--- src/rtl/sphere_seq_scheduler.sv ---
// Run sequencer for one sphere point-generator core: issues one core start per index, streams results out.
// Optional abort input enabled by defining SPHERE_SCHED_ABORT_EN.
module sphere_seq_scheduler #(
   parameter int unsigned W_CNT = 16
) (
   input  logic             clk,
   input  logic             rst_n,
   input  logic             cmd_valid,
   output logic             cmd_ready,
   input  logic [31:0]      cmd_k0,
   input  logic [W_CNT-1:0] cmd_count,
   input  logic [1:0]       cmd_base0,
   input  logic [1:0]       cmd_base1,
`ifdef SPHERE_SCHED_ABORT_EN
   input  logic             cmd_abort,
`endif
   output logic             core_start,
   output logic [31:0]      core_k,
   output logic [1:0]       core_base0,
   output logic [1:0]       core_base1,
   input  logic             core_ready,
   input  logic             core_done,
   input  logic [31:0]      core_x,
   input  logic [31:0]      core_y,
   input  logic [31:0]      core_z,
   output logic             out_valid,
   input  logic             out_ready,
   output logic [31:0]      out_x,
   output logic [31:0]      out_y,
   output logic [31:0]      out_z,
   output logic [31:0]      out_k,
   output logic             out_last,
   output logic             run_done
);

   typedef enum logic [2:0] {
      S_IDLE,
      S_ISSUE,
      S_WAIT,
      S_EMIT,
      S_FIN
   } state_t;

   state_t           state_q, state_d;
   logic             cmd_ready_q, cmd_ready_d;
   logic             core_start_q, core_start_d;
   logic [31:0]      core_k_q, core_k_d;
   logic [1:0]       base0_q, base0_d;
   logic [1:0]       base1_q, base1_d;
   logic [W_CNT-1:0] remaining_q, remaining_d;
   logic [31:0]      out_x_q, out_x_d;
   logic [31:0]      out_y_q, out_y_d;
   logic [31:0]      out_z_q, out_z_d;
   logic [31:0]      out_k_q, out_k_d;
   logic             out_valid_q, out_valid_d;
   logic             out_last_q, out_last_d;
   logic             run_done_q, run_done_d;
   logic             abort_q, abort_d;
   logic             abort_req;

`ifdef SPHERE_SCHED_ABORT_EN
   assign abort_req = cmd_abort;
`else
   assign abort_req = 1'b0;
`endif

   // State and output registers
   always_ff @(posedge clk or negedge rst_n) begin
      if (!rst_n) begin
         state_q      <= S_IDLE;
         cmd_ready_q  <= 1'b1;
         core_start_q <= 1'b0;
         core_k_q     <= 32'd0;
         base0_q      <= 2'd0;
         base1_q      <= 2'd0;
         remaining_q  <= '0;
         out_x_q      <= 32'd0;
         out_y_q      <= 32'd0;
         out_z_q      <= 32'd0;
         out_k_q      <= 32'd0;
         out_valid_q  <= 1'b0;
         out_last_q   <= 1'b0;
         run_done_q   <= 1'b0;
         abort_q      <= 1'b0;
      end else begin
         state_q      <= state_d;
         cmd_ready_q  <= cmd_ready_d;
         core_start_q <= core_start_d;
         core_k_q     <= core_k_d;
         base0_q      <= base0_d;
         base1_q      <= base1_d;
         remaining_q  <= remaining_d;
         out_x_q      <= out_x_d;
         out_y_q      <= out_y_d;
         out_z_q      <= out_z_d;
         out_k_q      <= out_k_d;
         out_valid_q  <= out_valid_d;
         out_last_q   <= out_last_d;
         run_done_q   <= run_done_d;
         abort_q      <= abort_d;
      end
   end

   // Next-state and next-output logic
   always_comb begin
      state_d      = state_q;
      cmd_ready_d  = cmd_ready_q;
      core_start_d = 1'b0;
      core_k_d     = core_k_q;
      base0_d      = base0_q;
      base1_d      = base1_q;
      remaining_d  = remaining_q;
      out_x_d      = out_x_q;
      out_y_d      = out_y_q;
      out_z_d      = out_z_q;
      out_k_d      = out_k_q;
      out_valid_d  = out_valid_q;
      out_last_d   = out_last_q;
      run_done_d   = 1'b0;
      abort_d      = abort_q;

      case (state_q)
         S_IDLE: begin
            if (cmd_valid && cmd_ready_q) begin
               cmd_ready_d = 1'b0;
               core_k_d    = cmd_k0;
               base0_d     = cmd_base0;
               base1_d     = cmd_base1;
               remaining_d = cmd_count;
               abort_d     = 1'b0;
               if (cmd_count == '0) begin
                  state_d    = S_FIN;
                  run_done_d = 1'b1;
               end else begin
                  state_d = S_ISSUE;
               end
            end
         end
         S_ISSUE: begin
            if (abort_req) begin
               state_d    = S_FIN;
               run_done_d = 1'b1;
            end else if (core_ready) begin
               core_start_d = 1'b1;
               state_d      = S_WAIT;
            end
         end
         S_WAIT: begin
            if (abort_req) begin
               abort_d = 1'b1;
            end
            // An aborted point still waits for its result so the core is left idle
            if (core_done) begin
               if (abort_req || abort_q) begin
                  state_d    = S_FIN;
                  run_done_d = 1'b1;
               end else begin
                  out_x_d     = core_x;
                  out_y_d     = core_y;
                  out_z_d     = core_z;
                  out_k_d     = core_k_q;
                  out_last_d  = (remaining_q == W_CNT'(1));
                  out_valid_d = 1'b1;
                  state_d     = S_EMIT;
               end
            end
         end
         S_EMIT: begin
            if (abort_req) begin
               abort_d    = 1'b1;
               out_last_d = 1'b1;
            end
            if (out_ready) begin
               out_valid_d = 1'b0;
               out_last_d  = 1'b0;
               remaining_d = remaining_q - W_CNT'(1);
               if (out_last_q || abort_req || abort_q) begin
                  state_d    = S_FIN;
                  run_done_d = 1'b1;
               end else begin
                  core_k_d = core_k_q + 32'd1;
                  state_d  = S_ISSUE;
               end
            end
         end
         S_FIN: begin
            state_d     = S_IDLE;
            cmd_ready_d = 1'b1;
         end
         default: begin
            state_d     = S_IDLE;
            cmd_ready_d = 1'b1;
         end
      endcase
   end

   assign cmd_ready  = cmd_ready_q;
   assign core_start = core_start_q;
   assign core_k     = core_k_q;
   assign core_base0 = base0_q;
   assign core_base1 = base1_q;
   assign out_valid  = out_valid_q;
   assign out_x      = out_x_q;
   assign out_y      = out_y_q;
   assign out_z      = out_z_q;
   assign out_k      = out_k_q;
   assign out_last   = out_last_q;
   assign run_done   = run_done_q;

endmodule
--- config.mk ---
export PLATFORM = sky130hd
export DESIGN_NAME = sphere_seq_scheduler
export DESIGN_NICKNAME = d
export VERILOG_FILES = /design/src/rtl/sphere_seq_scheduler.sv
export SDC_FILE = /design/constraint.sdc
export NUM_CORES = 1
export LEC_CHECK = 0
export CAP_MARGIN = 20
export CELL_PAD_IN_SITES_DETAIL_PLACEMENT = 1
export CELL_PAD_IN_SITES_GLOBAL_PLACEMENT = 2
export CORE_ASPECT_RATIO = 0.5
export CORE_MARGIN = 4
export CORE_UTILIZATION = 29
export CTS_BUF_LIST = sky130_fd_sc_hd__clkbuf_16
export DETAILED_ROUTE_END_ITERATION = 7
export GPL_ROUTABILITY_DRIVEN = 0
export PLACE_DENSITY_LB_ADDON = 0.1
export SETUP_SLACK_MARGIN = 0.1
export SKIP_LAST_GASP = 1
export SYNTH_ARGS = -nofsm -noshare
export SYNTH_HDL_FRONTEND = slang
export SYNTH_SLANG_ARGS = --single-unit
--- constraint.sdc ---
create_clock -name clk -period 4.3 [get_ports clk]
set_input_delay 0.645 -clock clk [delete_from_list [all_inputs] [get_ports clk]]
set_output_delay 0.645 -clock clk [all_outputs]
set_load 0.02 [all_outputs]
==> impl_metrics.toml, run 1 <==
[cts]
cts_made_buffers = 17
root_buffer = "sky130_fd_sc_hd__clkbuf_16"
cts.clk_slew.worst_paths_ns = 0.07
post_cts_resize_count = 0
h-tree-depth = 4
post-cts-setup-buffer-count = 0
clock_path_buffers = 2
worst_skew_pair.late_latency_ns = 0.44
tritoncts = "done"
cts.sinks = 188
cts.hold.buffers_added = 0

[sta]
tightestPinTransition_ns = 0.965
grt_setup_unrepaired = "false"
clock.fmax_ghz = 0.412
finalHoldViolations = 0
post-route-min-period_ns = 2.43
slew_headroom = 0.351
timing.setup.tns_ns = 0
post-route-worst-setup-slack_ns = 1.87
timing.final.setup_violations = 0
slew_viol_final = 0
final.period_utilization = 0.564
worst_clock_skew_ns = 0.00959

[drt]
post_drt_via_cell_ratio = 4.91
detail_route.iter0.violations = 268
drc_errors = 0
totalWireLength_um = 29400
wire_per_inst_um = 20.7
final_antenna_net_count = 0
vias = 6968
drt-pass1-iter-count = 4

[critical_path]
critical_path.most_common_cell = "sky130_fd_sc_hd__nand3_1"
worstPathMaxFanout = 7
path_cells = "nand3_1 -> nor4_1 -> nand3_1 -> o31a_1 -> nor3_1"
worst_path_dominant_cell_family = "simple AND/OR/NAND/NOR gates"
timing.critical_path.from = "core_k[5]$_DFFE_PN0P_"
r2r_start = "core_k[5]$_DFFE_PN0P_"
cpMaxStageDelayCell = "sky130_fd_sc_hd__nor4_1"
path_type_of_the_worst_setup_path = "flip-flop to flip-flop"
slowest_delay_ns = 0.84
startpoint_class = "flip-flop"
critical_path_buf_inv_count = 0
cp_data_arrival_time_ns = 2.78
required_time_of_the_worst_setup_path_ns = 4.66
critPathCaptureType = "flip-flop"

[synthesis]
count_of_flip_flops_with_a_built_in_enable_after_synthesis = 0
synth_sequential_area_ratio = 0.567
syn-instance-count = 710
synth_warnings = 0
synth_cell_type_count = 57
syn-cell-area_um2 = 8300
ffs_latches_synth = 188
synth_nets = 867
synthFlopType = "sky130_fd_sc_hd__dfrtp_1"
asyncSetResetFlopFracSynth = 1.00
synth_area_per_cell_um2 = 11.7

[grt]
grt_first_pass_wirelength_um = 45200
first_global_vias = 7475
gr-usage-all-layers = 0.185
grt.overflow.total = 0
grt_start_max_net_pins = 101
grt_antenna_before_repair = 4

[floorplan]
die_y_um = 128
std_cell_rows = 43
floorplan.core_area_um2 = 27900
initial_core_utilization = 0.297
fp.dieArea_um2 = 31600
floorplan.io_pins = 323
die_w_um = 247

[finish]
finish.cell_count_without_fillers = 1418
drive_gt1_frac = 0.180
layout.cells.most_common = "sky130_fd_sc_hd__clkdlybuf4s50_1"
num-fill-cells = 2974
final_core_utilization = 0.450
area_of_the_multi_input_gates_um2 = 3410
seqCellArea_um2 = 4710
area_delta_synth_final_pct = 51.5
fin_nets = 1179
most-common-layout-cells = "sky130_fd_sc_hd__clkdlybuf4s50_1, sky130_fd_sc_hd__dfrtp_1, sky130_fd_sc_hd__mux2_2, sky130_fd_sc_hd__nand2_1, sky130_fd_sc_hd__a21oi_1"

[placement]
dp_hpwl_um = 21900
pre_cts_ws_ns = 1.56
buffer_ports.inserted = 322
post-place-cells = 1385

[flow_run]
maxcap_viol_count = 0

[power]
pwr_density_cell_nw_per_um2 = 290
vdd_drop_max_mv = 0.256
leakagePower_nw = 5.45
total_power_w = 0.00364

[run_status]
status = "finished clean"

[worst_hold_path]
holdCritPathClass = "input pin to async pin"
==> flip-flops by register name (all words and copies together), names as in the netlist <==
signal       flops
core_k          32
out_valid        1
cmd_ready        1
core_start       1
out_k           32
out_y           32
run_done         1
state_q          3
out_z           32
out_last         1
out_x           32
remaining_q     16
core_base1       2
core_base0       2
==> per-layer routing <==
layer / vias to the layer above / track usage / wire length, µm / part of all wire
met3: 30 / 0.0458 / 1290 / 0.044
met4: 6 / 0.0461 / 383 / 0.013
li1: 3240 / - / - / -
met2: 124 / 0.322 / 14800 / 0.50
met1: 3568 / 0.233 / 12900 / 0.44
met5: - / 0 / 36 / 0.0012
==> per-stage QoR <==
| stage | area [µm²] | hold WS (ns) |
|---|---|---|
| 2_1_floorplan | 8300 | 0.349 |
| 3_3_place_gp | 12000 | 0.463 |
| 3_5_place_dp | 12000 | 0.477 |
| 4_1_cts | 12600 | 0.344 |
| 5_1_grt | 12600 | 0.364 |
| 6_report | 12600 | 0.303 |
==> synthesized netlist by cell type (5+ instances only) <==
| cell type | number | area [µm²] |
|---|---|---|
| sky130_fd_sc_hd__o22ai_1 | 13 | 81.3 |
| sky130_fd_sc_hd__inv_1 | 9 | 33.8 |
| sky130_fd_sc_hd__nand3_1 | 22 | 110 |
| sky130_fd_sc_hd__nor2_1 | 30 | 113 |
| sky130_fd_sc_hd__clkbuf_1 | 22 | 82.6 |
| sky130_fd_sc_hd__and3_1 | 9 | 56.3 |
| sky130_fd_sc_hd__or3_1 | 5 | 31.3 |
| sky130_fd_sc_hd__nand2_1 | 55 | 206 |
| sky130_fd_sc_hd__nand4_1 | 10 | 62.6 |
| sky130_fd_sc_hd__nor4_1 | 8 | 50.1 |
| sky130_fd_sc_hd__o21ai_0 | 43 | 215 |
| sky130_fd_sc_hd__buf_2 | 15 | 75.1 |
| sky130_fd_sc_hd__a2bb2oi_1 | 5 | 43.8 |
| sky130_fd_sc_hd__a21oi_1 | 53 | 265 |
| sky130_fd_sc_hd__dfrtp_1 | 187 | 4680 |
| sky130_fd_sc_hd__nor3_1 | 18 | 90.1 |
| sky130_fd_sc_hd__mux2_2 | 128 | 1440 |
==> path summary, 6_finish.rpt <==
check | endpoint | slack [ns] | cells after the start
setup / recovery | core_k[31]$_DFFE_PN0P_ | 1.87 | 5
max in group asynchronous | out_k[30]$_DFFE_PN0P_ | 3.00 | 2
setup reg to reg | core_k[31]$_DFFE_PN0P_ | 1.87 | 5
hold reg to reg | core_base0[0]$_DFFE_PN0P_ | 0.49 | 2
hold / removal | out_x[16]$_DFFE_PN0P_ | 0.30 | 1
min in group clk | core_base0[0]$_DFFE_PN0P_ | 0.49 | 2
==> cells by family (layout without fill, tap and decap cells) <==
family | after synthesis | in the layout | share of synthesized area
flops | 188 | 188 | 0.567
mux | 130 | 130 | 0.176
simple gates | 182 | 182 | 0.112
other cells | 0 | 1 | 0
compound gates | 158 | 158 | 0.116
fa+ha+maj | 3 | 3 | 0.00452
buf+inv | 49 | 374 | 0.0244
==> power by group <==
group,internal (W),switching (W),leakage [nW]
Sequential,0.00177,0,2.59
Clock,0.000928,0.000748,0.299
Combinational,0.000132,0.0000672,2.56
==> layout make-up <==
cell class,instances,share of cell area
antenna,1,0.000199
clock buffer,17,0.0338
clock inverter,15,0.0146
inverter,9,0.00269
multi-input combinational,473,0.271
sequential,188,0.374
tap,382,0.0380
timing repair buffer,333,0.265
Power figures use the tool's default switching activity.
==> run 2, diff against run 1 <==
Settings changed: CORE_UTILIZATION 29 to 24.
Clock period 4.3 ns to 2.1 ns, I/O delays scaled along.
==> run 2 against run 1 <==
  * Total power grew 100%
  * Design area grew 5.2%
  * Sequential power grew 100%
  * Clock skew grew 0.0019 ns
  * Maximum frequency grew 23%
  * Flip-flop and latch count is the same
  * Critical path depth is the same
  * Count of clock-buffer cells in the layout is the same
  * Largest power group unchanged
==> impl_metrics.toml, run 2 (synthesized netlist as in run 1, its figures left out) <==
[run_status]
status = "finished clean"

[critical_path]
timing.critical_path.from = "remaining_q[6]$_DFFE_PN0P_"
cp_data_arrival_time_ns = 2.27
worstPathMaxFanout = 6
slowest_delay_ns = 0.55
required_time_of_the_worst_setup_path_ns = 2.41
critPathCaptureType = "flip-flop"
critical_path_buf_inv_count = 0
path_type_of_the_worst_setup_path = "flip-flop to flip-flop"
startpoint_class = "flip-flop"
cpMaxStageDelayCell = "sky130_fd_sc_hd__or4_4"
path_cells = "or4_4 -> or4_4 -> o21a_1 -> o21ai_1 -> o21ai_1"
worst_path_dominant_cell_family = "simple AND/OR/NAND/NOR gates"
r2r_start = "remaining_q[6]$_DFFE_PN0P_"

[floorplan]
floorplan.core_area_um2 = 33600
die_w_um = 271
fp.dieArea_um2 = 37800
std_cell_rows = 47
die_y_um = 140
initial_core_utilization = 0.247
floorplan.io_pins = 323

[sta]
timing.final.setup_violations = 0
timing.setup.tns_ns = 0
final.period_utilization = 0.936
slew_headroom = 0.646
grt_setup_unrepaired = "true"
clock.fmax_ghz = 0.509
slew_viol_final = 0
post-route-worst-setup-slack_ns = 0.134
tightestPinTransition_ns = 0.531
post-route-min-period_ns = 1.97
worst_clock_skew_ns = 0.0115
finalHoldViolations = 0

[cts]
clock_path_buffers = 2
cts.clk_slew.worst_paths_ns = 0.07
h-tree-depth = 4
cts.sinks = 188
tritoncts = "done"
worst_skew_pair.late_latency_ns = 0.44
root_buffer = "sky130_fd_sc_hd__clkbuf_16"
cts_made_buffers = 17

[power]
leakagePower_nw = 5.82
vdd_drop_max_mv = 0.432
total_power_w = 0.00734
pwr_density_cell_nw_per_um2 = 555

[finish]
layout.cells.most_common = "sky130_fd_sc_hd__clkdlybuf4s50_1"
diodes = 0
fin_nets = 1239
area_delta_synth_final_pct = 59.4
final_cell_area_um2 = 13200
most-common-layout-cells = "sky130_fd_sc_hd__clkdlybuf4s50_1, sky130_fd_sc_hd__dfrtp_1, sky130_fd_sc_hd__mux2_2, sky130_fd_sc_hd__buf_4, sky130_fd_sc_hd__nand2_1"
drive_gt1_frac = 0.234
num-fill-cells = 3631

[grt]
grt.overflow.total = 0
grt_first_pass_wirelength_um = 47100
grt_antenna_before_repair = 0
first_global_vias = 7672
gr-usage-all-layers = 0.158
grt_start_max_net_pins = 59

[drt]
post_drt_via_cell_ratio = 4.57
met3_length_um = 707
routedLengthMet1_um = 12900
detail_route.iter0.violations = 289
wire_per_inst_um = 19.3
vias = 7135
drt-pass1-iter-count = 4
topRoutingLayerUsed = "met4"
totalWireLength_um = 30200
drc_errors = 0
met2_wirelength_um = 16200
final_antenna_net_count = 0

[worst_hold_path]
holdCritPathClass = "input pin to async pin"

[placement]
postPlaceCellArea_um2 = 12600
buffer_ports.inserted = 322
pre_cts_ws_ns = 0.0234
dp_hpwl_um = 22800

[flow_run]
maxcap_viol_count = 0
## run 2: repair_timing
item | CTS | global route
hold buffers | 1 | 0
endpoints found under the hold margin | 36 | 0
buffers inserted | 0 | 1
setup endpoints to repair | 4 | 17
pin swaps | 0 | 1
gates resized for setup | 2 | 11
## run 2: area by class of cell
| cell class | instances | area [µm²] | share of cell area |
|---|---|---|---|
| multi-input combinational | 473 | 3440 | 0.260 |
| clock inverter | 15 | 151 | 0.0114 |
| tap | 465 | 582 | 0.0440 |
| timing repair buffer | 393 | 3890 | 0.294 |
| inverter | 9 | 33.8 | 0.00255 |
| clock buffer | 17 | 425 | 0.0321 |
| sequential | 188 | 4710 | 0.356 |
## run 2: layer usage
metal | up-vias | global-route usage
li1 | 3349 | -
met1 | 3658 | 0.193
met2 | 108 | 0.292
met3 | 20 | 0.0277
met4 | 0 | 0.0379
met5 | - | 0
## run 2: worst reg2reg max path: cells and delay by family (launching register included)
kind | cells | cell delay, ns
and+or+nand+nor | 2 | 1.08
DFF | 1 | 0.38
AOI/OAI and AO/OA | 3 | 0.38
## run 2: where the power goes
group	total [W]	switching, W	internal, W	leakage [nW]
Sequential	0.00362	0	0.00362	2.58
Combinational	0.000428	0.000146	0.000282	2.95
Clock	0.00329	0.00161	0.00168	0.285
## run 2: through the flow
stage,hold slack [ns],std cells,utilization
after global routing,0.392,1560,0.394
after global placement,0.301,1526,0.376
final,0.368,1560,0.394
after floorplan,0.0194,710,-
after CTS,0.376,1559,0.393
after detailed placement,0.293,1526,0.376
## run 2: path summary, 6_finish.rpt
kind / endpoint / slack [ns] / depth (start not counted)
max in group asynchronous: out_y[3]$_DFFE_PN0P_ / 1.02 / 3
min in group clk: core_base1[1]$_DFFE_PN0P_ / 0.41 / 3
max reg2reg: remaining_q[11]$_DFFE_PN0P_ / 0.13 / 5
max: remaining_q[11]$_DFFE_PN0P_ / 0.13 / 5
min: out_x[14]$_DFFE_PN0P_ / 0.37 / 2
min reg2reg: core_base0[0]$_DFFE_PN0P_ / 0.48 / 2
==> run 3, diff against run 2 <==
Settings changed: GPL_TIMING_DRIVEN set to 1.
==> results of run 3 <==
Final layout, timing and power as in run 2 (identical DEF).
==> patch 1: new RTL, config.mk and constraints of run 2 <==
The parameter `W_CNT` goes from 16 to 32.
--- a/src/rtl/sphere_seq_scheduler.sv
+++ b/src/rtl/sphere_seq_scheduler.sv
@@ -3,3 +3,3 @@
 module sphere_seq_scheduler #(
-   parameter int unsigned W_CNT = 16
+   parameter int unsigned W_CNT = 32
 ) (
Interface: changed (resized cmd_count); port bits go from 323 to 339. No check against the original RTL was run, so the function may have changed too.
==> patch 1 against run 2 <==
Count of clock-buffer cells in the layout grew 6. Sequential cell count is 16 higher. Synthesized area grew 14%. Global-route usage increased by 0.98 points. Worst setup slack got worse by 0.054 ns. Wire length grew 22%. Largest cell class unchanged. Final area is 15% higher.
Power is not compared: it rests on default switching activity, and its combinational part moved more than twofold at a synthesized area within 25%.
==> patch 1: results (changes against run 2) <==
STATUS
---------------------------------------------------------------------------
Result of the run                                              finished, final reports clean

GRT
---------------------------------------------------------------------------
Met3 Resource Use GR                                                  3.63%   +0.86 points
Total GRT Usage                                                       16.8%   +0.98 points
GR Util met1                                                          20.3%   +1.0 points
Grt met2 use                                                          31.3%   +2.0 points
Wire length of the first global-routing pass                       57100 um   +21%
Vias in the first global route                                         9523   +24%

CTS
---------------------------------------------------------------------------
Clock H-tree levels                                                       1   -3
Resized cells post-CTS                                                   37   +35
Maximum clock path buffer count                                           3   +1
Number of buffers created by CTS                                         23   +6
Skew-Pair Late Insertion Delay                                      0.54 ns   +0.10 ns

DETAILED ROUTING
---------------------------------------------------------------------------
Final ANT Viol Nets                                                       0   unchanged
Post-Route M1 WL                                                   15000 um   +16%
Via count normalized by instance count                                 4.72   +3.1%
Average routed wire per standard cell                               20.1 um   +4.1%
First DRT Iteration DRCs                                                302   +4.5%
Wire length on met2                                                19600 um   +21%
Via Count                                                              8609   +21%
Wire length on met3                                                 1510 um   +110%

PLACED DESIGN
---------------------------------------------------------------------------
Number of placed instances with taps included                          1778   +17%
Post-Place Cell Area                                              14300 um2   +13%
Place WS                                                          -0.314 ns   -0.337 ns
Number of port buffers                                                  338   +5.0%

WORST SETUP PATH
---------------------------------------------------------------------------
Reg-to-reg startpoint                                          remaining_q[22]
Crit path DAT                                                       2.46 ns   +0.19 ns
Worst setup slack for register-to-register paths                    0.08 ns   -0.05 ns
Critical Path Fanout Max                                                  4   -2
Endpoint of the lowest-slack register-to-register path         remaining_q[28]

FINISH
---------------------------------------------------------------------------
Fraction of layout cells with a size suffix above 1                   24.7%   +1.3 points
Number of nets in the final layout                                     1453   +17%

SYNTHESIS
---------------------------------------------------------------------------
Xor and xnor fraction of the mapped netlist area                         0%   unchanged
Most common library cells after synthesis                      sky130_fd_sc_hd__dfrtp_1, sky130_fd_sc_hd__mux2_2, sky130_fd_sc_hd__nor2_1
Net count of the mapped netlist                                        1025   +18%
Multiplexer share of the synthesized area                             15.4%   -2.2 points
Average cell area after synthesis                                  11.1 um2   -4.9%
Fraction of the mapped netlist area in adder cells                   0.396%   -0.056 points
Cells taking the most area after synthesis                     sky130_fd_sc_hd__dfrtp_1, sky130_fd_sc_hd__mux2_2, sky130_fd_sc_hd__a21oi_1
Sequential share of the synthesized area                              53.9%   -2.8 points

STA
---------------------------------------------------------------------------
Worst slew margin relative to its limit                               66.4%   +1.8 points
Worst clock skew                                                  0.0153 ns   +0.00384 ns
Hold Slack                                                         0.247 ns   -0.121 ns
Share of the cycle needed by the critical path after routing          96.2%   +2.6 points

-- patch 1: cell count changes after synthesis, moves of 4 or more --
cell	before	now
sky130_fd_sc_hd__nor2_1	30	60
sky130_fd_sc_hd__dfrtp_1	187	203
sky130_fd_sc_hd__clkbuf_1	22	36
sky130_fd_sc_hd__nor4_1	8	19
sky130_fd_sc_hd__a31oi_1	1	10
sky130_fd_sc_hd__a21oi_1	53	59
sky130_fd_sc_hd__o22a_1	0	5
sky130_fd_sc_hd__a211o_1	0	4
sky130_fd_sc_hd__a211oi_1	2	6
sky130_fd_sc_hd__and2_1	1	5
sky130_fd_sc_hd__nand2_1	55	59
-- patch 1: final cells by class --
type | count | area [um2] | area share, %
Sequential cell | 204 | 5110 | 33.7
Timing Repair Buffer | 457 | 4400 | 29.0
Multi-Input combinational cell | 584 | 4280 | 28.2
Tap cell | 530 | 663 | 4.37
Clock buffer | 23 | 576 | 3.80
Clock inverter | 17 | 88.8 | 0.586
Inverter | 10 | 37.5 | 0.248
==> patch 2: new RTL, settings of run 2 <==
Made on the original files. Re-encode `state_t` (5 states) as one-hot, 5 bits wide.
--- a/src/rtl/sphere_seq_scheduler.sv
+++ b/src/rtl/sphere_seq_scheduler.sv
@@ -35,8 +35,8 @@
 
-   typedef enum logic [2:0] {
-      S_IDLE,
-      S_ISSUE,
-      S_WAIT,
-      S_EMIT,
-      S_FIN
+   typedef enum logic [4:0] {
+      S_IDLE  = 5'b00001,
+      S_ISSUE = 5'b00010,
+      S_WAIT  = 5'b00100,
+      S_EMIT  = 5'b01000,
+      S_FIN   = 5'b10000
    } state_t;
Check against the original RTL: same outputs for any inputs over 4 cycles, from zero or initial values and one cycle with rst_n low; so few cycles prove little.
==> patch 2 against run 2 <==
First-iteration DRC count is 6.9% higher. Wire length rose by 5.9%. Sequential cell count is 2 higher. Non-clock buffer count increased by 14. Final area up 2.7%. Worst setup slack improved by 0.013 ns. Synthesized area is 2.0% higher. Critical endpoint is now core_k[3].
Power is not compared: it rests on default switching activity, and its combinational part moved more than twofold at a synthesized area within 25%.
==> patch 2: results (changes against run 2) <==
GRT
------------------------------------------------------------------
Wire length of the first global-routing pass              49100 um   +4.3%
Antenna violations before repair                                 1   +1
Total GRT Usage                                              16.6%   +0.77 points
Largest net degree at the start of global routing               45   -24%
Vias in the first global route                                7790   +1.5%

CTS
------------------------------------------------------------------
Number of buffers inserted by post-CTS setup repair              3   +3
Clock slew at reported path FFs                            0.07 ns   about the same
Skew-Pair Late Insertion Delay                             0.46 ns   +0.02 ns
Clock H-tree levels                                              4   unchanged
Resized cells post-CTS                                           3   +1

STATUS
------------------------------------------------------------------
Result of the run                                     finished, final reports clean

SYNTHESIS
------------------------------------------------------------------
Net count of the mapped netlist                                875   +0.92%
Cell variety after synth                                        62   +8.8%
Sequential share of the synthesized area                     56.2%   -0.51 points
Average cell area after synthesis                         11.8 um2   +0.87%
Most common library cells after synthesis             sky130_fd_sc_hd__dfrtp_1, sky130_fd_sc_hd__mux2_2, sky130_fd_sc_hd__nand2_1
Cells taking the most area after synthesis            sky130_fd_sc_hd__dfrtp_1, sky130_fd_sc_hd__mux2_2, sky130_fd_sc_hd__nand2_1
Synth warn                                                       0   unchanged
Fraction of registers with async set/reset                    100%   unchanged

PLACED DESIGN
------------------------------------------------------------------
Post-Place Cell Area                                     12800 um2   +1.5%
Number of placed instances with taps included                 1547   +1.4%
Post-DP HPWL                                              24900 um   +9.1%

WORST SETUP PATH
------------------------------------------------------------------
Cell with the largest stage delay on the worst path   sky130_fd_sc_hd__clkdlybuf4s50_1
Top delay family on crit path                         buffers and inverters
Crit path largest cell delay                               0.61 ns   +0.06 ns
Crit path DAT                                              1.64 ns   -0.63 ns
Critical Path Fanout Max                                         7   +1

PWR
------------------------------------------------------------------
Fraction of power spent switching nets                       38.6%
Leakage power of the design                                5.90 nW

DETAILED ROUTING
------------------------------------------------------------------
Via count normalized by instance count                        4.60   +0.47%
Sum of routed wire length over all layers                 31900 um   +5.9%
Via Count                                                     7311   +2.5%

FINISH
------------------------------------------------------------------
Number of nets in the final layout                            1259   +1.6%
Fraction of layout cells with a size suffix above 1          24.1%   +0.75 points
Number of inserted filler cells in the final layout           3759   +3.5%
FF+latch area                                             4760 um2   +1.1%

STA
------------------------------------------------------------------
Worst slew margin relative to its limit                      70.9%   +6.2 points
Worst clock skew                                         0.0209 ns   +0.00944 ns

==> patch 2: per-layer routing <==
metal  part of all wire [%]  vias up  track usage, %
met1                     41     3754            19.6
met3                    3.4       17            3.42
met2                     54      122            31.1
met4                    1.0        0            3.83
met5                      0        -               0
li1                       -     3418               -
==> patch 2: final timing paths <==
| check | from | to | slack (ns) | cells past startpoint |
|---|---|---|---|---|
| max | core_k[3] | core_k[3] | 0.15 | 2 |
| min | rst_n | core_start | 0.38 | 2 |
| max reg2reg | core_k[0] | core_k[18] | 0.20 | 7 |
| min reg2reg | core_base1[1] | core_base1[1] | 0.48 | 2 |
| max in group asynchronous | rst_n | core_k[27] | 1.09 | 3 |
| min in group clk | cmd_k0[1] | core_k[1] | 0.43 | 3 |
==> patch 2: final cells by class <==
class,count,share of cell area [%]
inverters,6,0.166
clock buffers,17,3.13
clock inverters,15,1.45
multi-input cells,480,26.2
diodes,1,0.0184
well taps,475,4.37
repair buffers,407,29.6
flip-flops and latches,190,35.1
==> patch 2: power by group through the flow <==
stage	logic, mW	registers (mW)	clock network [mW]
3_3_place_gp	8.13	6.13	0
6_report	8.20	6.15	3.38
4_1_cts	8.25	6.16	3.52
3_5_place_dp	8.22	6.23	0
5_1_grt	8.75	6.37	3.68
2_1_floorplan	2.14	7.68	0
==> patch 2: cells by family after synthesis <==
| logic type | Yosys count | synth area share, % |
|---|---|---|
| muxes | 129 | 17.1 |
| adders and majority gates | 3 | 0.443 |
| and+or+nand+nor | 196 | 12.0 |
| AOI/OAI and AO/OA | 151 | 11.5 |
| buffers and inverters | 48 | 2.66 |
| DFF | 190 | 56.2 |
| xor gates and xnor gates | 1 | 0.103 |
